## src/rtl/alu_pkg.sv

```systemverilog
// Shared definitions for the ALU sequencer slice.
// Holds the operation codes, the controller state encoding, the default
// operand width and the divide-by-zero quotient constant.
package alu_pkg;

  localparam int WIDTH = 32;

  localparam logic [4:0] OP_ADD = 5'b00011;
  localparam logic [4:0] OP_SUB = 5'b00100;
  localparam logic [4:0] OP_SHR = 5'b00101;
  localparam logic [4:0] OP_SHL = 5'b00110;
  localparam logic [4:0] OP_ROR = 5'b00111;
  localparam logic [4:0] OP_ROL = 5'b01000;
  localparam logic [4:0] OP_AND = 5'b01001;
  localparam logic [4:0] OP_OR  = 5'b01010;
  localparam logic [4:0] OP_MUL = 5'b01110;
  localparam logic [4:0] OP_DIV = 5'b01111;
  localparam logic [4:0] OP_NEG = 5'b10000;
  localparam logic [4:0] OP_NOT = 5'b10001;

  // Quotient reported when the divisor is zero.
  localparam logic [WIDTH-1:0] DIV0_LO = 32'hFFFF_FFFF;

  typedef enum logic [2:0] {
    S_IDLE,
    S_EXEC,
    S_MUL,
    S_DIV,
    S_FIX,
    S_DONE
  } state_t;

endpackage

```

## src/rtl/alu_sequencer_if.sv

```systemverilog
// Request/result bus between the control unit and the ALU sequencer.
//   start, op, a_in, y_in : request from the control unit
//   busy, done, err       : handshake back to the control unit
//   zlo, zhi              : 2*WIDTH result (Z pair)
// master = control unit side, slave = sequencer side.
interface alu_sequencer_if #(
  parameter int WIDTH = alu_pkg::WIDTH
);
  logic             start;
  logic [4:0]       op;
  logic [WIDTH-1:0] a_in;
  logic [WIDTH-1:0] y_in;
  logic             busy;
  logic             done;
  logic             err;
  logic [WIDTH-1:0] zlo;
  logic [WIDTH-1:0] zhi;

  modport master (
    output start, op, a_in, y_in,
    input  busy, done, err, zlo, zhi
  );

  modport slave (
    input  start, op, a_in, y_in,
    output busy, done, err, zlo, zhi
  );
endinterface

```

## src/rtl/alu_muldiv_iter.sv

```systemverilog
// Iterative multiply/divide datapath for the ALU sequencer.
//   clock, clear : clock and asynchronous active-high reset
//   load         : capture operands (y = multiplier/dividend, a = multiplicand/divisor)
//   is_div       : sampled with load, selects restoring division over Booth multiply
//   step         : perform one iteration
//   fix          : select the sign-corrected division result on hi/lo
//   hi, lo       : with fix=0, the product after the current step;
//                  with fix=1, remainder/quotient with signs applied
//   last_iter    : the current step is the final (WIDTH-th) iteration
module alu_muldiv_iter
  import alu_pkg::*;
#(
  parameter int WIDTH = alu_pkg::WIDTH,
  parameter int CNT_W = 6
) (
  input  logic             clock,
  input  logic             clear,
  input  logic             load,
  input  logic             is_div,
  input  logic             step,
  input  logic             fix,
  input  logic [WIDTH-1:0] a,
  input  logic [WIDTH-1:0] y,
  output logic [WIDTH-1:0] hi,
  output logic [WIDTH-1:0] lo,
  output logic             last_iter
);

  logic             mode_div;
  logic [CNT_W-1:0] cnt;

  // Booth state. The high half carries one guard bit so that subtracting
  // a most-negative multiplicand cannot overflow before the shift.
  logic [WIDTH:0]   ph;
  logic [WIDTH-1:0] pl;
  logic             qm;
  logic [WIDTH-1:0] mcand;

  // Restoring division state on operand magnitudes.
  logic [WIDTH-1:0] rem;
  logic [WIDTH-1:0] quo;
  logic [WIDTH-1:0] dvs;
  logic             sy;
  logic             sa;

  logic [WIDTH:0]   sum;
  logic [WIDTH:0]   ph_n;
  logic [WIDTH-1:0] pl_n;
  logic [WIDTH:0]   trial;
  logic             ge;
  logic [WIDTH-1:0] rem_n;
  logic [WIDTH-1:0] quo_n;
  logic [WIDTH-1:0] q_s;
  logic [WIDTH-1:0] r_s;
  logic [WIDTH-1:0] y_mag;
  logic [WIDTH-1:0] a_mag;

  always_comb begin
    sum = ph;
    case ({pl[0], qm})
      2'b01:   sum = ph + {mcand[WIDTH-1], mcand};
      2'b10:   sum = ph - {mcand[WIDTH-1], mcand};
      default: sum = ph;
    endcase
    ph_n = {sum[WIDTH], sum[WIDTH:1]};
    pl_n = {sum[0], pl[WIDTH-1:1]};

    trial = {rem, quo[WIDTH-1]};
    ge    = (trial >= {1'b0, dvs});
    rem_n = ge ? WIDTH'(trial - {1'b0, dvs}) : trial[WIDTH-1:0];
    quo_n = {quo[WIDTH-2:0], ge};

    q_s = (sy ^ sa) ? -quo : quo;
    r_s = sy ? -rem : rem;

    hi = fix ? r_s : ph_n[WIDTH-1:0];
    lo = fix ? q_s : pl_n;

    y_mag = y[WIDTH-1] ? -y : y;
    a_mag = a[WIDTH-1] ? -a : a;
  end

  assign last_iter = (cnt == CNT_W'(WIDTH - 1));

  always_ff @(posedge clock or posedge clear) begin
    if (clear) begin
      mode_div <= 1'b0;
      cnt      <= '0;
      ph       <= '0;
      pl       <= '0;
      qm       <= 1'b0;
      mcand    <= '0;
      rem      <= '0;
      quo      <= '0;
      dvs      <= '0;
      sy       <= 1'b0;
      sa       <= 1'b0;
    end else if (load) begin
      mode_div <= is_div;
      cnt      <= '0;
      ph       <= '0;
      pl       <= y;
      qm       <= 1'b0;
      mcand    <= a;
      rem      <= '0;
      quo      <= y_mag;
      dvs      <= a_mag;
      sy       <= y[WIDTH-1];
      sa       <= a[WIDTH-1];
    end else if (step) begin
      cnt <= cnt + 1'b1;
      if (mode_div) begin
        rem <= rem_n;
        quo <= quo_n;
      end else begin
        ph <= ph_n;
        pl <= pl_n;
        qm <= pl[0];
      end
    end
  end

endmodule

```

## src/rtl/alu_sequencer.sv

```systemverilog
// Multi-cycle ALU controller.
//   clock : system clock, rising edge
//   clear : asynchronous active-high reset
//   bus   : slave side of alu_sequencer_if (start/op/a_in/y_in in,
//           busy/done/err/zlo/zhi out)
// One operation is accepted per start pulse in IDLE. Single-cycle ops
// finish in EXEC; multiply and non-zero divide run in alu_muldiv_iter.
// done pulses for one cycle in DONE with err valid alongside it.
module alu_sequencer
  import alu_pkg::*;
#(
  parameter int WIDTH = alu_pkg::WIDTH,
  parameter int CNT_W = 6
) (
  input logic             clock,
  input logic             clear,
  alu_sequencer_if.slave  bus
);

  state_t           state;
  logic [4:0]       op_r;
  logic [WIDTH-1:0] a_r;
  logic [WIDTH-1:0] y_r;

  logic             md_load;
  logic             md_is_div;
  logic             md_step;
  logic             md_fix;
  logic [WIDTH-1:0] md_hi;
  logic [WIDTH-1:0] md_lo;
  logic             md_last;

  logic [WIDTH-1:0] exec_lo;
  logic [WIDTH-1:0] exec_hi;
  logic             exec_err;
  logic             exec_sext;

  logic             accept;
  logic             a_nz;

  assign accept    = (state == S_IDLE) && bus.start;
  assign a_nz      = (bus.a_in != '0);
  assign md_is_div = (bus.op == OP_DIV);
  assign md_load   = accept && ((bus.op == OP_MUL) || (md_is_div && a_nz));
  assign md_step   = (state == S_MUL) || (state == S_DIV);
  assign md_fix    = (state == S_FIX);

  alu_muldiv_iter #(
    .WIDTH (WIDTH),
    .CNT_W (CNT_W)
  ) u_muldiv (
    .clock     (clock),
    .clear     (clear),
    .load      (md_load),
    .is_div    (md_is_div),
    .step      (md_step),
    .fix       (md_fix),
    .a         (bus.a_in),
    .y         (bus.y_in),
    .hi        (md_hi),
    .lo        (md_lo),
    .last_iter (md_last)
  );

  // Only divide-by-zero and illegal codes reach EXEC without a
  // single-cycle result; multiply never does, so it lands in default.
  always_comb begin
    exec_lo   = '0;
    exec_hi   = '0;
    exec_err  = 1'b0;
    exec_sext = 1'b1;
    case (op_r)
      OP_ADD: exec_lo = y_r + a_r;
      OP_SUB: exec_lo = y_r - a_r;
      OP_SHR: exec_lo = y_r >> 1;
      OP_SHL: exec_lo = y_r << 1;
      OP_ROR: exec_lo = {y_r[0], y_r[WIDTH-1:1]};
      OP_ROL: exec_lo = {y_r[WIDTH-2:0], y_r[WIDTH-1]};
      OP_AND: exec_lo = y_r & a_r;
      OP_OR:  exec_lo = y_r | a_r;
      OP_NEG: exec_lo = -a_r;
      OP_NOT: exec_lo = ~a_r;
      OP_DIV: begin
        exec_lo   = DIV0_LO;
        exec_hi   = y_r;
        exec_err  = 1'b1;
        exec_sext = 1'b0;
      end
      default: begin
        exec_err  = 1'b1;
        exec_sext = 1'b0;
      end
    endcase
    if (exec_sext) exec_hi = {WIDTH{exec_lo[WIDTH-1]}};
  end

  always_ff @(posedge clock or posedge clear) begin
    if (clear) begin
      state    <= S_IDLE;
      op_r     <= '0;
      a_r      <= '0;
      y_r      <= '0;
      bus.busy <= 1'b0;
      bus.done <= 1'b0;
      bus.err  <= 1'b0;
      bus.zlo  <= '0;
      bus.zhi  <= '0;
    end else begin
      case (state)
        S_IDLE: begin
          if (bus.start) begin
            op_r     <= bus.op;
            a_r      <= bus.a_in;
            y_r      <= bus.y_in;
            bus.busy <= 1'b1;
            if (bus.op == OP_MUL)            state <= S_MUL;
            else if (md_is_div && a_nz)      state <= S_DIV;
            else                             state <= S_EXEC;
          end
        end
        S_EXEC: begin
          bus.zlo  <= exec_lo;
          bus.zhi  <= exec_hi;
          bus.err  <= exec_err;
          bus.done <= 1'b1;
          state    <= S_DONE;
        end
        S_MUL: begin
          // hi/lo already reflect the step taken on this edge.
          if (md_last) begin
            bus.zlo  <= md_lo;
            bus.zhi  <= md_hi;
            bus.err  <= 1'b0;
            bus.done <= 1'b1;
            state    <= S_DONE;
          end
        end
        S_DIV: begin
          if (md_last) state <= S_FIX;
        end
        S_FIX: begin
          bus.zlo  <= md_lo;
          bus.zhi  <= md_hi;
          bus.err  <= 1'b0;
          bus.done <= 1'b1;
          state    <= S_DONE;
        end
        S_DONE: begin
          bus.done <= 1'b0;
          bus.err  <= 1'b0;
          bus.busy <= 1'b0;
          state    <= S_IDLE;
        end
        default: state <= S_IDLE;
      endcase
    end
  end

endmodule

```

## src/flat_wrapper.sv

```systemverilog
// flat-port wrapper written by rule: the top's interface ports become plain ports
module alu_sequencer_flat import alu_pkg::*;
#(
  parameter int WIDTH = alu_pkg::WIDTH,
  parameter int CNT_W = 6
)
  (clock, clear, bus_start, bus_op, bus_a_in, bus_y_in, bus_busy, bus_done, bus_err, bus_zlo, bus_zhi);
  alu_sequencer_if #(.WIDTH(WIDTH)) bus_i ();
  input logic clock;
  input logic clear;
  input wire logic [$bits(bus_i.start)-1:0] bus_start;
  input wire logic [$bits(bus_i.op)-1:0] bus_op;
  input wire logic [$bits(bus_i.a_in)-1:0] bus_a_in;
  input wire logic [$bits(bus_i.y_in)-1:0] bus_y_in;
  output wire logic [$bits(bus_i.busy)-1:0] bus_busy;
  output wire logic [$bits(bus_i.done)-1:0] bus_done;
  output wire logic [$bits(bus_i.err)-1:0] bus_err;
  output wire logic [$bits(bus_i.zlo)-1:0] bus_zlo;
  output wire logic [$bits(bus_i.zhi)-1:0] bus_zhi;
  assign bus_i.start = bus_start;
  assign bus_i.op = bus_op;
  assign bus_i.a_in = bus_a_in;
  assign bus_i.y_in = bus_y_in;
  assign bus_busy = bus_i.busy;
  assign bus_done = bus_i.done;
  assign bus_err = bus_i.err;
  assign bus_zlo = bus_i.zlo;
  assign bus_zhi = bus_i.zhi;
  alu_sequencer #(.WIDTH(WIDTH), .CNT_W(CNT_W)) u_core (.clock(clock), .clear(clear), .bus(bus_i));
endmodule
```

## config.mk

```make
export PLATFORM = sky130hd
export DESIGN_NAME = alu_sequencer_flat
export DESIGN_NICKNAME = d
export VERILOG_FILES = /design/src/rtl/alu_pkg.sv /design/src/rtl/alu_sequencer_if.sv /design/src/rtl/alu_muldiv_iter.sv /design/src/rtl/alu_sequencer.sv /design/src/flat_wrapper.sv
export SDC_FILE = /design/constraint.sdc
export NUM_CORES = 1
export LEC_CHECK = 0
export ABC_AREA = 1
export BUFFER_PORTS_ARGS = -buffer_cell sky130_fd_sc_hd__buf_2
export CELL_PAD_IN_SITES_DETAIL_PLACEMENT = 1
export CELL_PAD_IN_SITES_GLOBAL_PLACEMENT = 1
export CORE_UTILIZATION = 31
export DETAILED_ROUTE_END_ITERATION = 16
export GPL_ROUTABILITY_DRIVEN = 0
export GPL_TIMING_DRIVEN = 1
export PLACE_DENSITY_LB_ADDON = 0.1
export SETUP_SLACK_MARGIN = 0.05
export SLEW_MARGIN = 20
export SYNTH_ARGS = -nofsm -noshare
export SYNTH_HDL_FRONTEND = slang
export SYNTH_SLANG_ARGS = --single-unit
```

## constraint.sdc

```tcl
create_clock -name clock -period 23.5 [get_ports clock]
set_input_delay 4.7 -clock clock [delete_from_list [all_inputs] [get_ports clock]]
set_output_delay 4.7 -clock clock [all_outputs]
set_load 0.005 [all_outputs]
```

==> Word level (Yosys, flattened, before mapping) <==
Cells that the tools add are included.
W data, S select, Z words.
{ "classes": {"addsub": 11, "order_cmp": 1, "eq_ne": 25, "muxes": 46, "bitwise": 4, "n_reduce_logical": 24} }
{ "ops": {"columns": ["operator", "count"], "rows": [
  ["$mux W32", 20],
  ["$pmux W32 S11", 1],
  ["$pmux W32 S3", 2],
  ["$neg A32 Y32", 5],
  ["$mux W33", 3],
  ["$pmux W33 S2", 1],
  ["$sub A32 B32 Y32", 2],
  ["$add A33 B33 Y33", 1],
  ["$ge A33 B32 Y1", 1],
  ["$sub A33 B33 Y33", 1],
  ["$add A32 B32 Y32", 1],
  ["$and A32 B32 Y32", 1],
  ["$not A32 Y32", 1],
  ["$or A32 B32 Y32", 1],
  ["$reduce_bool A32 Y1", 1],
  ["$eq A5 B4 Y1 const B", 6],
  ["$eq A5 B3 Y1 const B", 4],
  ["$reduce_and A2 Y1", 7],
  ["$mux W3", 4],
  ["$mux W6", 2],
  ["$pmux W3 S4", 1],
  ["$eq A5 B5 Y1 const B", 2],
  ["$reduce_or A10 Y1", 1],
  ["$reduce_bool A3 Y1", 3],
  ["other kinds (21)", 39]
]} }
{ "word_totals": {"register_bits": 342, "word_cells": 131} }

==> Depth between registers and ports, before layout <==
{ "logic_depth": {"ltp_word": 6, "mapped_depth": 31} }

==> By module <==
From an unflattened synthesis, not the netlist that was laid out.
{ "hier_totals": {"cells_unflattened": 4969, "hier_area_um2": 30717.0} }
{ "modules_own_cells": {"columns": ["mod", "n_inst", "cells_per_inst", "area_per_inst_um2", "seq_area_each_um2"], "rows": [
  ["alu_muldiv_iter", 1, 2859, 17738.3, 5004.8],
  ["alu_sequencer", 1, 2110, 12978.7, 3478.3]
]} }

==> Least setup slack after synthesis <==
Ideal clock, no wire load.
{ "synth_path": {"kind": "input to register", "start": "input bus_a_in[1]", "end": "register u_core.u_muldiv.pl[31]", "setup_time_ns": 0.137, "t_arrival_ns": 6.191, "required_time_ns": 23.363, "setup_slack_ns": 17.172, "stages": 13, "path_cell_list": "inv_1 > ha_1 > nand3_1 > nor2_1 > nand4_1 > nor2_2 > o21ai_4 > nand2_8 > o21ai_4 > nand2_2 > buf_6 > buf_6 > o221ai_2"} }
{ "synth_via": {"elab_chain_cells": 6, "word_cells_on_any_way": 8} }
{ "synth_lines": {"columns": ["item", "line", "text"], "rows": [
  ["from (decl)", "flat_wrapper.sv:13", "input wire logic [$bits(bus_i.a_in)-1:0] bus_a_in;"],
  ["$reduce_bool A32 Y1 (*)", "alu_sequencer.sv:42", "assign a_nz = (bus.a_in != '0);"],
  ["$logic_and A1 B1 Y1 (*)", "alu_sequencer.sv:44", "assign md_load = accept && ((bus.op == OP_MUL) || (md_is_div && a_nz));"],
  ["$logic_or A1 B1 Y1 (*)", "alu_sequencer.sv:44", null],
  ["$logic_and A1 B1 Y1 (*)", "alu_sequencer.sv:44", null],
  ["$ne A2 B1 Y1 (no line) or $reduce_bool A2 Y1 (tied branches)", null, null],
  ["$reduce_and A2 Y1 (no line)", null, null],
  ["to (signal assigned)", "alu_muldiv_iter.sv:102", "pl <= y;"],
  ["to (signal assigned)", "alu_muldiv_iter.sv:117", "pl <= pl_n;"],
  ["to (decl)", "alu_muldiv_iter.sv:35", "logic [WIDTH-1:0] pl;"]
]} }
Mark *: on every way between the ends. The rest lies on a longest branch, timed or not.
A chain may end at the register's enable or synchronous reset.

==> Worst setup path in the final report <==
{ "layout_path": {"start": "input bus_a_in[1]", "end": "register u_core.u_muldiv.quo[13]"} }
{ "layout_via": {"elab_chain_cells": 6, "word_cells_on_any_way": 8} }
{ "layout_lines": {"columns": ["item", "line", "text"], "rows": [
  ["$reduce_bool A32 Y1 (*)", "alu_sequencer.sv:42", null],
  ["$logic_and A1 B1 Y1 (*)", "alu_sequencer.sv:44", null],
  ["$logic_or A1 B1 Y1 (*)", "alu_sequencer.sv:44", null],
  ["$logic_and A1 B1 Y1 (*)", "alu_sequencer.sv:44", null],
  ["$reduce_bool A2 Y1 (no line)", null, null],
  ["$reduce_and A2 Y1 (no line)", null, null],
  ["to (signal assigned)", "alu_muldiv_iter.sv:106", "quo <= y_mag;"],
  ["to (signal assigned)", "alu_muldiv_iter.sv:114", "quo <= quo_n;"],
  ["to (decl)", "alu_muldiv_iter.sv:41", "logic [WIDTH-1:0] quo;"]
]} }
Marked as above.

==> impl_metrics.env <==
export IMPL_synth_cell_types=64
export IMPL_cts_setup_buffers=0
export IMPL_grt_max_degree=107
export IMPL_netlist_area_mm2=0.0300
export IMPL_antenna_found_initial=2
export IMPL_postSynthCellCount=4614
export IMPL_core_rowCount=113
export IMPL_synthArstFlopShare_pct=100
export IMPL_crit_path_end_kind="flip-flop"
export IMPL_drt_initial_drc_count=2600
export IMPL_cts_resized=0
export IMPL_powerDensity_mw_per_mm2=60.8
export IMPL_layout_nets=4921
export IMPL_r2r_start="u_core.op_r[1]$_DFFE_PP0P_"
export IMPL_rsz0062_at_grt="no"
export IMPL_pwr_share_seq_pct=32.8
export IMPL_synthMostInstantiatedCell="nand2_1"
export IMPL_port_buffer_count=138
export IMPL_final_hold_viol_count=0
export IMPL_clock_sinks=339
export IMPL_peakVddDrop_mv=0.0492
export IMPL_power_uw=2030
export IMPL_synth_top_family_by_area="simple AND/OR/NAND/NOR gates"
export IMPL_synth_edff_count=0
export IMPL_worstHoldPathType="flip-flop to flip-flop"
export IMPL_status="completed"
export IMPL_worst_slew_pin_slew_ns=1.06
export IMPL_start_util_pct=31.4
export IMPL_max_clock_path_buffers=3
export IMPL_clk_pin_slew_ns=0.06
export IMPL_synthXorXnorAreaFrac_pct=4.29
export IMPL_synth_area_leaders="dfrtp_1 28%, nand2_1 15%, inv_1 7.6%, ha_1 7.1%, o21ai_0 6.0%"
export IMPL_postCtsHoldBufs=0
export IMPL_grt_overflow_total=0
export IMPL_synth_compound_area_share_pct=18.5
export IMPL_clkLatencyLatePin_ns=0.64
export IMPL_crit_type="input pin to flip-flop"
export IMPL_worstPathMaxFanout=92
export IMPL_power_switching_uw=807
export IMPL_drt_pre_antenna_iters=5
export IMPL_worst_endpoint_arrival_ns=8.82
export IMPL_synthToLayoutAreaGrowth_pct=11.2
export IMPL_startpoint="bus_a_in[1]"
export IMPL_vias_per_cell=5.37
export IMPL_hold_slack_ns=0.475
export IMPL_required_ns=24.02
export IMPL_htree_levels=2
export IMPL_antennaDiodeCount=0
export IMPL_wl_per_cell_um=24.8
export IMPL_clkPwrFrac_pct=36.5
export IMPL_leakagePower_uw=0.0165
export IMPL_ant_nets=0
export IMPL_grt_pass1_wl_um=216000
export IMPL_cts_root_buffer="clkbuf_16"
export IMPL_max_freq_ghz=0.121
export IMPL_grtUsageTotal_pct=29.8
export IMPL_ios=139
export IMPL_ys_top_cells_by_count="1214 x nand2_1, 606 x inv_1, 445 x nor2_1"
export IMPL_cp_start_kind="input pin"
export IMPL_wirelength_um=149000
export IMPL_drc_errors=0
export IMPL_setup_viol=0
export IMPL_fp_dieArea_mm2=0.0980
export IMPL_yosys_area_share_adder_pct=7.32
export IMPL_grt_pass1_vias=31449
export IMPL_die_x_um=313
export IMPL_final_cell_area_mm2=0.0333
export IMPL_swShare_pct=39.8
export IMPL_utilization_pct=34.9
export IMPL_synthSimpleGateAreaFrac_pct=31.2
export IMPL_post_dp_hpwl_um=118000
export IMPL_dpl_instance_area_mm2=0.0318
export IMPL_slew_headroom_pct=29.0
export IMPL_skew_ns=0.0297
export IMPL_vias=32121
export IMPL_yosysWarnings=0
export IMPL_muxShareOfSynthArea_pct=0.0334
export IMPL_ys_ff_latch=339
export IMPL_coreArea_mm2=0.0954
export IMPL_die_h_um=313
export IMPL_numCtsBuffers=46
export IMPL_pwr_share_comb_pct=30.8
export IMPL_synth_ff_type="dfrtp_1"
export IMPL_finalCritPeriodShare_pct=35.3
export IMPL_ys_seq_area_share_pct=28.3
export IMPL_synth_top_cell_by_area="dfrtp_1"
export IMPL_synth_top_area_share_pct=28.3
export IMPL_drv_cap=0
export IMPL_syn_avg_cell_area_um2=6.50
export IMPL_period_minus_slack_ns=8.30
export IMPL_postSynthNetCount=4859
export IMPL_hp_start="u_core.bus.zhi[24]$_DFFE_PP0P_"
export IMPL_tritoncts="built"
export IMPL_final_setup_tns_ns=0
export IMPL_layout_drive_gt1_share_pct=7.87
export IMPL_slew_violations=0
export IMPL_intPower_uw=1220
state kept, by name, summed over array words and instances, names as in the netlist, 3 cells and up:
name	cells
u_core.op_r	5
u_core.u_muldiv.mcand	32
u_core.y_r	32
u_core.u_muldiv.dvs	31
u_core.u_muldiv.ph	32
u_core.u_muldiv.pl	32
u_core.state	3
u_core.u_muldiv.cnt	6
u_core.u_muldiv.quo	32
u_core.bus.zhi	32
u_core.bus.zlo	32
u_core.a_r	32
u_core.u_muldiv.rem	32
through the flow:
stage | setup slack (ns) | std cells
2_1_floorplan | 9.41 | 4614
3_3_place_gp | 14.60 | 5893
3_5_place_dp | 14.60 | 5893
4_1_cts | 15.25 | 5979
5_1_grt | 14.95 | 5979
6_report | 15.20 | 5979
cells in the final DEF, fill, tap and decap left out, types with 15 or more instances in the layout:
cell type,netlist,final
nand4_1,42,42
inv_1,606,604
o21ai_0,361,361
ha_1,169,169
inv_2,16,16
dfrtp_1,339,339
o211ai_1,43,43
o21bai_1,16,16
nand2_1,1214,1212
o221ai_1,27,27
a31oi_1,23,23
nor4_1,18,18
o22ai_1,15,15
nand3b_1,17,17
a21oi_1,298,297
nand3_1,358,357
buf_2,44,138
a21o_1,24,24
nor3_1,43,43
or2_2,20,20
clkbuf_16,0,46
xnor2_1,32,32
o21ai_1,63,63
buf_4,12,35
xor2_1,113,113
nor2_1,445,444
routing by layer:
metal,GRT usage (%),part of all wire (%)
met1,43.5,48
met2,46.9,45
met3,3.15,4.6
met4,6.86,2.2
met5,0,0.0088
layout make-up:
class	count	area (um2)
Fill cell	12309	62100
Multi-Input combinational cell	3492	18400
Sequential cell	339	8480
Inverter	624	2350
Tap cell	1265	1580
Clock buffer	60	1280
Timing Repair Buffer	173	953
Clock inverter	26	283
worst paths after layout:
check                      slack, ns  cells past startpoint                                  end
setup / recovery               15.20                     13  u_core.u_muldiv.quo[13]$_DFFE_PP0P_
hold / removal                  0.48                      2       u_core.bus.zhi[24]$_DFFE_PP0P_
setup reg to reg               18.76                     18       u_core.bus.zhi[31]$_DFFE_PP0P_
hold reg to reg                 0.48                      2       u_core.bus.zhi[24]$_DFFE_PP0P_
max in group asynchronous      16.92                      4  u_core.u_muldiv.dvs[17]$_DFFE_PP0P_
min in group asynchronous       4.21                      2  u_core.u_muldiv.quo[21]$_DFFE_PP0P_
kinds of logic after synthesis:
kind of cell,count (synthesis)
simple gates,2216
mux,1
flops,339
compound gates,956
fa+ha+maj,173
xor+xnor,146
buf+inv,783
critical path, cell delays in order:
cell and delay, ns:
buf_2 0.11, inv_1 0.11, ha_1 0.18, nand3_1 0.15
nor2_1 0.24, nand4_1 0.14, nor2_2 0.28, o21ai_4 0.20
nand2_8 0.51, inv_2 0.49, nor2_8 0.72, inv_2 0.59
o221ai_2 0.29
power groups by stage:
stage	Sequential, uW	Combinational [uW]	Clock, uW
final	664	623	739
after global routing	665	685	770
after CTS	664	620	750
after detailed placement	674	616	0
after global placement	674	612	0
after floorplan	647	388	0
No activity file was read; power rests on OpenSTA's default activity.
